--- src/rtl/sd_stream_scheduler.sv ---
`timescale 1ns/1ps
// sd_stream_scheduler
//   Plays audio clips stored on an SPI-mode SD card. A clip request (start
//   byte address + sector count) is turned into a series of single-sector
//   reads. Every byte the controller delivers is forwarded to the sample FIFO.
//   A new sector read is started only when the FIFO has room for a whole
//   sector. Stop commands and new requests take effect at sector boundaries.
//   A card that stops delivering bytes is abandoned after TIMEOUT_CYC cycles.
//
// Ports
//   clk_100mhz, reset_n          system clock, synchronous active-low reset
//   req_valid/req_addr/req_sectors  clip request (one-cycle pulse)
//   stop                         end the clip after the current sector
//   sd_ready, sd_byte_available, sd_dout   SD controller status / read data
//   sd_rd, sd_addr               SD controller read command
//   fifo_count                   FIFO occupancy in bytes
//   fifo_wr, fifo_din            FIFO write port
//   busy, done, err_timeout, sectors_left  clip status
module sd_stream_scheduler #(
    parameter int unsigned SECTOR_BYTES = 512,
    parameter int unsigned FIFO_DEPTH   = 2048,
    parameter int unsigned CNT_W        = 11,
    parameter int unsigned TIMEOUT_CYC  = 2000000
) (
    input  logic             clk_100mhz,
    input  logic             reset_n,
    input  logic             req_valid,
    input  logic [31:0]      req_addr,
    input  logic [15:0]      req_sectors,
    input  logic             stop,
    input  logic             sd_ready,
    input  logic             sd_byte_available,
    input  logic [7:0]       sd_dout,
    output logic             sd_rd,
    output logic [31:0]      sd_addr,
    input  logic [CNT_W-1:0] fifo_count,
    output logic             fifo_wr,
    output logic [7:0]       fifo_din,
    output logic             busy,
    output logic             done,
    output logic             err_timeout,
    output logic [15:0]      sectors_left
);

    localparam int unsigned BC_W = $clog2(SECTOR_BYTES);
    localparam int unsigned TO_W = $clog2(TIMEOUT_CYC + 1);
    localparam logic [BC_W-1:0] LAST_BYTE   = BC_W'(SECTOR_BYTES - 1);
    localparam logic [TO_W-1:0] TO_LAST     = TO_W'(TIMEOUT_CYC - 1);
    localparam logic [31:0]     SPACE_LIMIT = 32'(FIFO_DEPTH - SECTOR_BYTES);

    typedef enum logic [1:0] {
        IDLE,
        WAIT_SPACE,
        STREAM,
        BOUNDARY
    } state_t;

    state_t          state, state_n;
    logic            byte_prev;
    logic            byte_edge;
    logic            has_space;

    logic            sd_rd_n;
    logic [31:0]     sd_addr_n;
    logic            fifo_wr_n;
    logic [7:0]      fifo_din_n;
    logic            busy_n;
    logic            done_n;
    logic            err_timeout_n;
    logic [15:0]     sectors_left_n;

    logic            pend_valid, pend_valid_n;
    logic [31:0]     pend_addr, pend_addr_n;
    logic [15:0]     pend_sectors, pend_sectors_n;
    logic            stop_flag, stop_flag_n;
    logic [BC_W-1:0] byte_cnt, byte_cnt_n;
    logic [TO_W-1:0] to_cnt, to_cnt_n;

    // The byte strobe comes from the slower SD clock domain as a level.
    assign byte_edge = sd_byte_available & ~byte_prev;
    assign has_space = (32'(fifo_count) <= SPACE_LIMIT);

    always_comb begin
        state_n        = state;
        sd_rd_n        = sd_rd;
        sd_addr_n      = sd_addr;
        fifo_wr_n      = 1'b0;
        fifo_din_n     = fifo_din;
        busy_n         = busy;
        done_n         = 1'b0;
        err_timeout_n  = err_timeout;
        sectors_left_n = sectors_left;
        pend_valid_n   = pend_valid;
        pend_addr_n    = pend_addr;
        pend_sectors_n = pend_sectors;
        stop_flag_n    = stop_flag;
        byte_cnt_n     = byte_cnt;
        to_cnt_n       = to_cnt;

        case (state)
            IDLE: begin
                stop_flag_n = 1'b0;
                if (req_valid) begin
                    pend_valid_n = 1'b0;
                    if (req_sectors != '0) begin
                        sd_addr_n      = req_addr;
                        sectors_left_n = req_sectors;
                        busy_n         = 1'b1;
                        err_timeout_n  = 1'b0;
                        state_n        = WAIT_SPACE;
                    end else begin
                        done_n = 1'b1;
                    end
                end else if (pend_valid) begin
                    // A request that arrived on the clip's final cycle.
                    pend_valid_n   = 1'b0;
                    sd_addr_n      = pend_addr;
                    sectors_left_n = pend_sectors;
                    busy_n         = 1'b1;
                    err_timeout_n  = 1'b0;
                    state_n        = WAIT_SPACE;
                end
            end

            // WAIT_SPACE reacts to stop/pre-emption exactly like a boundary,
            // so no extra sector is fetched once either is pending.
            WAIT_SPACE, BOUNDARY: begin
                if (pend_valid) begin
                    pend_valid_n   = 1'b0;
                    stop_flag_n    = 1'b0;
                    sd_addr_n      = pend_addr;
                    sectors_left_n = pend_sectors;
                    state_n        = WAIT_SPACE;
                end else if (stop_flag || (sectors_left == '0)) begin
                    done_n         = 1'b1;
                    busy_n         = 1'b0;
                    sectors_left_n = '0;
                    stop_flag_n    = 1'b0;
                    state_n        = IDLE;
                end else if (state == WAIT_SPACE) begin
                    if (sd_ready && has_space) begin
                        sd_rd_n    = 1'b1;
                        byte_cnt_n = '0;
                        to_cnt_n   = '0;
                        state_n    = STREAM;
                    end
                end else begin
                    state_n = WAIT_SPACE;
                end
            end

            STREAM: begin
                if (!sd_ready) begin
                    sd_rd_n = 1'b0;
                end
                if (byte_edge) begin
                    fifo_wr_n  = 1'b1;
                    fifo_din_n = sd_dout;
                    to_cnt_n   = '0;
                    if (byte_cnt == LAST_BYTE) begin
                        sd_addr_n      = sd_addr + 32'(SECTOR_BYTES);
                        sectors_left_n = sectors_left - 16'd1;
                        sd_rd_n        = 1'b0;
                        state_n        = BOUNDARY;
                    end else begin
                        byte_cnt_n = byte_cnt + BC_W'(1);
                    end
                end else if (to_cnt == TO_LAST) begin
                    sd_rd_n        = 1'b0;
                    err_timeout_n  = 1'b1;
                    done_n         = 1'b1;
                    busy_n         = 1'b0;
                    sectors_left_n = '0;
                    state_n        = IDLE;
                end else begin
                    to_cnt_n = to_cnt + TO_W'(1);
                end
            end

            default: state_n = IDLE;
        endcase

        // Capture after the state actions so that a command arriving in the
        // same cycle a pending one is consumed is kept, not lost.
        if (state != IDLE) begin
            if (req_valid && (req_sectors != '0)) begin
                pend_valid_n   = 1'b1;
                pend_addr_n    = req_addr;
                pend_sectors_n = req_sectors;
                stop_flag_n    = 1'b0;
            end else if (req_valid || stop) begin
                stop_flag_n = 1'b1;
                if (req_valid) begin
                    pend_valid_n = 1'b0;
                end
            end
        end
    end

    always_ff @(posedge clk_100mhz) begin
        byte_prev <= sd_byte_available;
        if (!reset_n) begin
            state        <= IDLE;
            sd_rd        <= 1'b0;
            sd_addr      <= '0;
            fifo_wr      <= 1'b0;
            fifo_din     <= '0;
            busy         <= 1'b0;
            done         <= 1'b0;
            err_timeout  <= 1'b0;
            sectors_left <= '0;
            pend_valid   <= 1'b0;
            pend_addr    <= '0;
            pend_sectors <= '0;
            stop_flag    <= 1'b0;
            byte_cnt     <= '0;
            to_cnt       <= '0;
        end else begin
            state        <= state_n;
            sd_rd        <= sd_rd_n;
            sd_addr      <= sd_addr_n;
            fifo_wr      <= fifo_wr_n;
            fifo_din     <= fifo_din_n;
            busy         <= busy_n;
            done         <= done_n;
            err_timeout  <= err_timeout_n;
            sectors_left <= sectors_left_n;
            pend_valid   <= pend_valid_n;
            pend_addr    <= pend_addr_n;
            pend_sectors <= pend_sectors_n;
            stop_flag    <= stop_flag_n;
            byte_cnt     <= byte_cnt_n;
            to_cnt       <= to_cnt_n;
        end
    end

endmodule
--- config.mk ---
export PLATFORM = sky130hd
export DESIGN_NAME = sd_stream_scheduler
export DESIGN_NICKNAME = d
export VERILOG_FILES = /design/src/rtl/sd_stream_scheduler.sv
export SDC_FILE = /design/constraint.sdc
export NUM_CORES = 1
export LEC_CHECK = 0
export CAP_MARGIN = 5
export CELL_PAD_IN_SITES_DETAIL_PLACEMENT = 2
export CELL_PAD_IN_SITES_GLOBAL_PLACEMENT = 2
export CORE_AREA = 2 2 181 183
export DETAILED_ROUTE_END_ITERATION = 10
export DIE_AREA = 0 0 183 185
export GPL_ROUTABILITY_DRIVEN = 0
export PLACE_DENSITY = 0.64
export SYNTH_ARGS = -nofsm -noshare
export SYNTH_HDL_FRONTEND = slang
export SYNTH_SLANG_ARGS = --single-unit
--- constraint.sdc ---
create_clock -name clk_100mhz -period 2.6 [get_ports clk_100mhz]
set_clock_uncertainty 0.15 [all_clocks]
set_input_delay 0.26 -clock clk_100mhz [delete_from_list [all_inputs] [get_ports clk_100mhz]]
set_output_delay 0.26 -clock clk_100mhz [all_outputs]
set_load 0.01 [all_outputs]
==> summary.txt <==
Placement
  – I/O Buffers: 133
  – Cell total after placement: 1497
  – Post-Place Worst Slack: -84.1 ps
  – Post-DP HPWL: 21800 um

Yosys
  – EDFF count, synth: 0
  – Synth area leaders: dfxtp_1, nand2_1, a21oi_1
  – Post-synth top area share: 40.0%
  – Synthesized Nets: 1001
  – Yosys Warn Count: 0
  – Area leader, netlist: dfxtp_1
  – Primary FF master, synth: dfxtp_1
  – Count leader, synth: nand2_1
  – Post-Syn Area: 7220 sq um
  – Post-Syn Instances: 923
  – Register area share after synthesis: 40.0%
  – Register bit total from synthesis: 144
  – Yosys cell types: 74
  – Post-synth top cells: nand2_1, dfxtp_1, a21oi_1
  – Ys async rst share: 0%
  – Mean post-synth cell area: 7.82 sq um

STA
  – Max-slew violation count: 0
  – Final WS setup: 121 ps
  – Tcrit/Tclk final: 95.3%
  – Final Hold Viols: 0
  – Least-Margin Pin Slew: 705 ps
  – Worst slew margin: 53.0%
  – TNS Setup: 0 ps
  – Setup-failing EPs final: 0
  – Tmin final: 2480 ps
  – RSZ-0062 raised after global routing: false
  – Fmax: 0.403 GHz

Setup path
  – Critical setup path kind: flop to flop
  – Crit end category: flop
  – Worst EP required: 2760 ps
  – CP Launch Type: flop
  – WP data arrival: 2630 ps
  – CP max FO: 5

GRT
  – Total gr overflow: 0
  – Vias in the first global route: 8492
  – GRT Resource Usage Total: 18.2%
  – Pin count of the biggest net entering global routing: 51
  – First-pass GRT wire length: 48000 um
  – Initial antenna violation count: 0

Floorplanning
  – FP Rows: 66
  – IO Pins: 134
  – Die area: 33900 sq um
  – Core box area: 32000 sq um
  – Die width: 183 um
  – Die H: 185 um
  – Initial Util: 22.5%

Routing
  – Avg WL per Cell: 20.0 um
  – DRT iter0 DRCs: 402
  – DR vias: 7894
  – # DRC: 0
  – Vias per Instance: 5.16
  – Routed wire length: 30700 um
  – DRT antenna net count: 0
  – Initial DRT Pass Iterations: 5

Clock tree
  – Root buffer cell: clkbuf_16
  – Clock buffer depth: 2
  – CTS buffer count: 17
  – CTS Hold Bufs: 0
  – CTS tree: yes
  – Clk slew on worst S/H paths: 70 ps
  – Worst skew pair latency: 440 ps
  – H-tree Lvls: 4
  – Sink Count: 144

Power
  – Tot Pwr: 7.57 mW
  – VDD IR max: 0.000455 V
  – Leak Pwr: 3.58 nW
  – Pwr/cell area: 733 nW/um^2

Layout
  – ANT cells: 0
  – Final core occ: 32.3%
  – Final net count: 1189
  – Finished Layout Cells: 1531
  – Fraction of layout instances using a drive strength above 1: 14.0%
  – Layout area overhead: 43.2%

Status
  – Status: finished, final reports clean

Run
  – Max Cap Viol: 0

Hold path
  – Hold Path Class: input pin to flop
[cells by family (layout without fill, tap and decap cells)]
| logic type | count (synthesis) | count (layout) | share of synthesized area, % |
|---|---|---|---|
| and+or+nand+nor | 400 | 400 | 25.6 |
| AOI/OAI and AO/OA | 288 | 289 | 27.0 |
| DFF | 144 | 144 | 40.0 |
| buffers and inverters | 65 | 264 | 3.85 |
| xor gates and xnor gates | 12 | 12 | 1.46 |
| muxes | 9 | 9 | 1.27 |
| adders and majority gates | 5 | 5 | 0.867 |
[sequential cells by signal, indices dropped and copies added, names as in the netlist, 2 cells and up]
signal / flops
byte_cnt: 9
fifo_din: 8
pend_addr: 32
pend_sectors: 16
sd_addr: 32
sectors_left: 16
state: 2
to_cnt: 21
[placed cells by master, fill, tap and decap left out, types with 4 or more instances in the layout]
master,n
nand2_1,169
dfxtp_1,143
clkdlybuf4s50_1,132
a21oi_1,107
nor2_1,89
buf_4,78
o21ai_0,37
nand3_1,26
nor3_1,25
a22oi_1,20
clkbuf_16,17
nand4_1,15
nor4_1,13
a31oi_1,13
and3_1,12
o31ai_1,11
buf_12,11
a211oi_1,10
a222oi_1,9
o211ai_1,9
or3_1,9
a221oi_1,9
mux2i_1,8
xor2_1,8
inv_1,7
nand2b_1,6
o21a_1,6
a32o_1,6
and4_1,5
o21ai_2,5
bufinv_16,5
clkinv_2,4
a311oi_1,4
a221o_1,4
o32ai_1,4
xnor2_1,4
ha_1,4
[path summary, 6_finish.rpt]
check | endpoint | start | slack, ps | cells past startpoint
worst max-delay path | to_cnt[19] | sectors_left[10] | 120 | 7
worst min-delay path | sectors_left[7] | reset_n | 130 | 3
worst max register to register | to_cnt[19] | sectors_left[10] | 120 | 7
worst min register to register | pend_addr[16] | pend_addr[16] | 310 | 2
[area by class of cell]
| type | instances | area, sq um |
|---|---|---|
| fill | 3643 | 21700 |
| multi-input combinational | 715 | 4110 |
| sequential | 144 | 2880 |
| timing repair buffer | 224 | 2150 |
| tap | 408 | 510 |
| clock buffer | 17 | 425 |
| clock inverter | 14 | 214 |
| inverter | 9 | 35.0 |
[per-stage QoR]
stage | hold WS (ps) | instance area (sq um)
global route | 138 | 10300
CTS | 103 | 10300
detailed placement | 298 | 9630
floorplan | 138 | 7220
finish | 131 | 10300
global placement | 291 | 9630
[power by group]
part           internal, mW  switching [mW]  total, mW
Clock                  1.70            1.07       2.77
Combinational         0.959            1.25       2.21
Sequential             2.39           0.199       2.59
Total                  5.05            2.52       7.57
[layer usage]
layer | vias up | GRT usage, % | wire [um]
met1 | 3957 | 23.3 | 14200
li1 | 3779 | - | -
met4 | 0 | 4.67 | 272
met2 | 143 | 31.4 | 15000
met3 | 15 | 3.78 | 1290
met5 | - | 0 | 0
[critical path: stages, from the launching register on]
cell,delay (ps)
dfxtp_1,320
or4_4,550
or3_4,390
o31ai_4,400
buf_4,210
a2111oi_0,80
xnor2_1,190
nor2_1,50
[repair_timing]
| action | CTS | global route |
|---|---|---|
| buffers inserted | 2 | 0 |
| gates resized for setup | 3 | 8 |
| pin swaps | 1 | 3 |
| hold endpoints to repair | 0 | 0 |
| cloned | 1 | 0 |
| endpoints found under the setup margin | 2 | 42 |
Note: power is estimated with default switching activity, not from simulation.
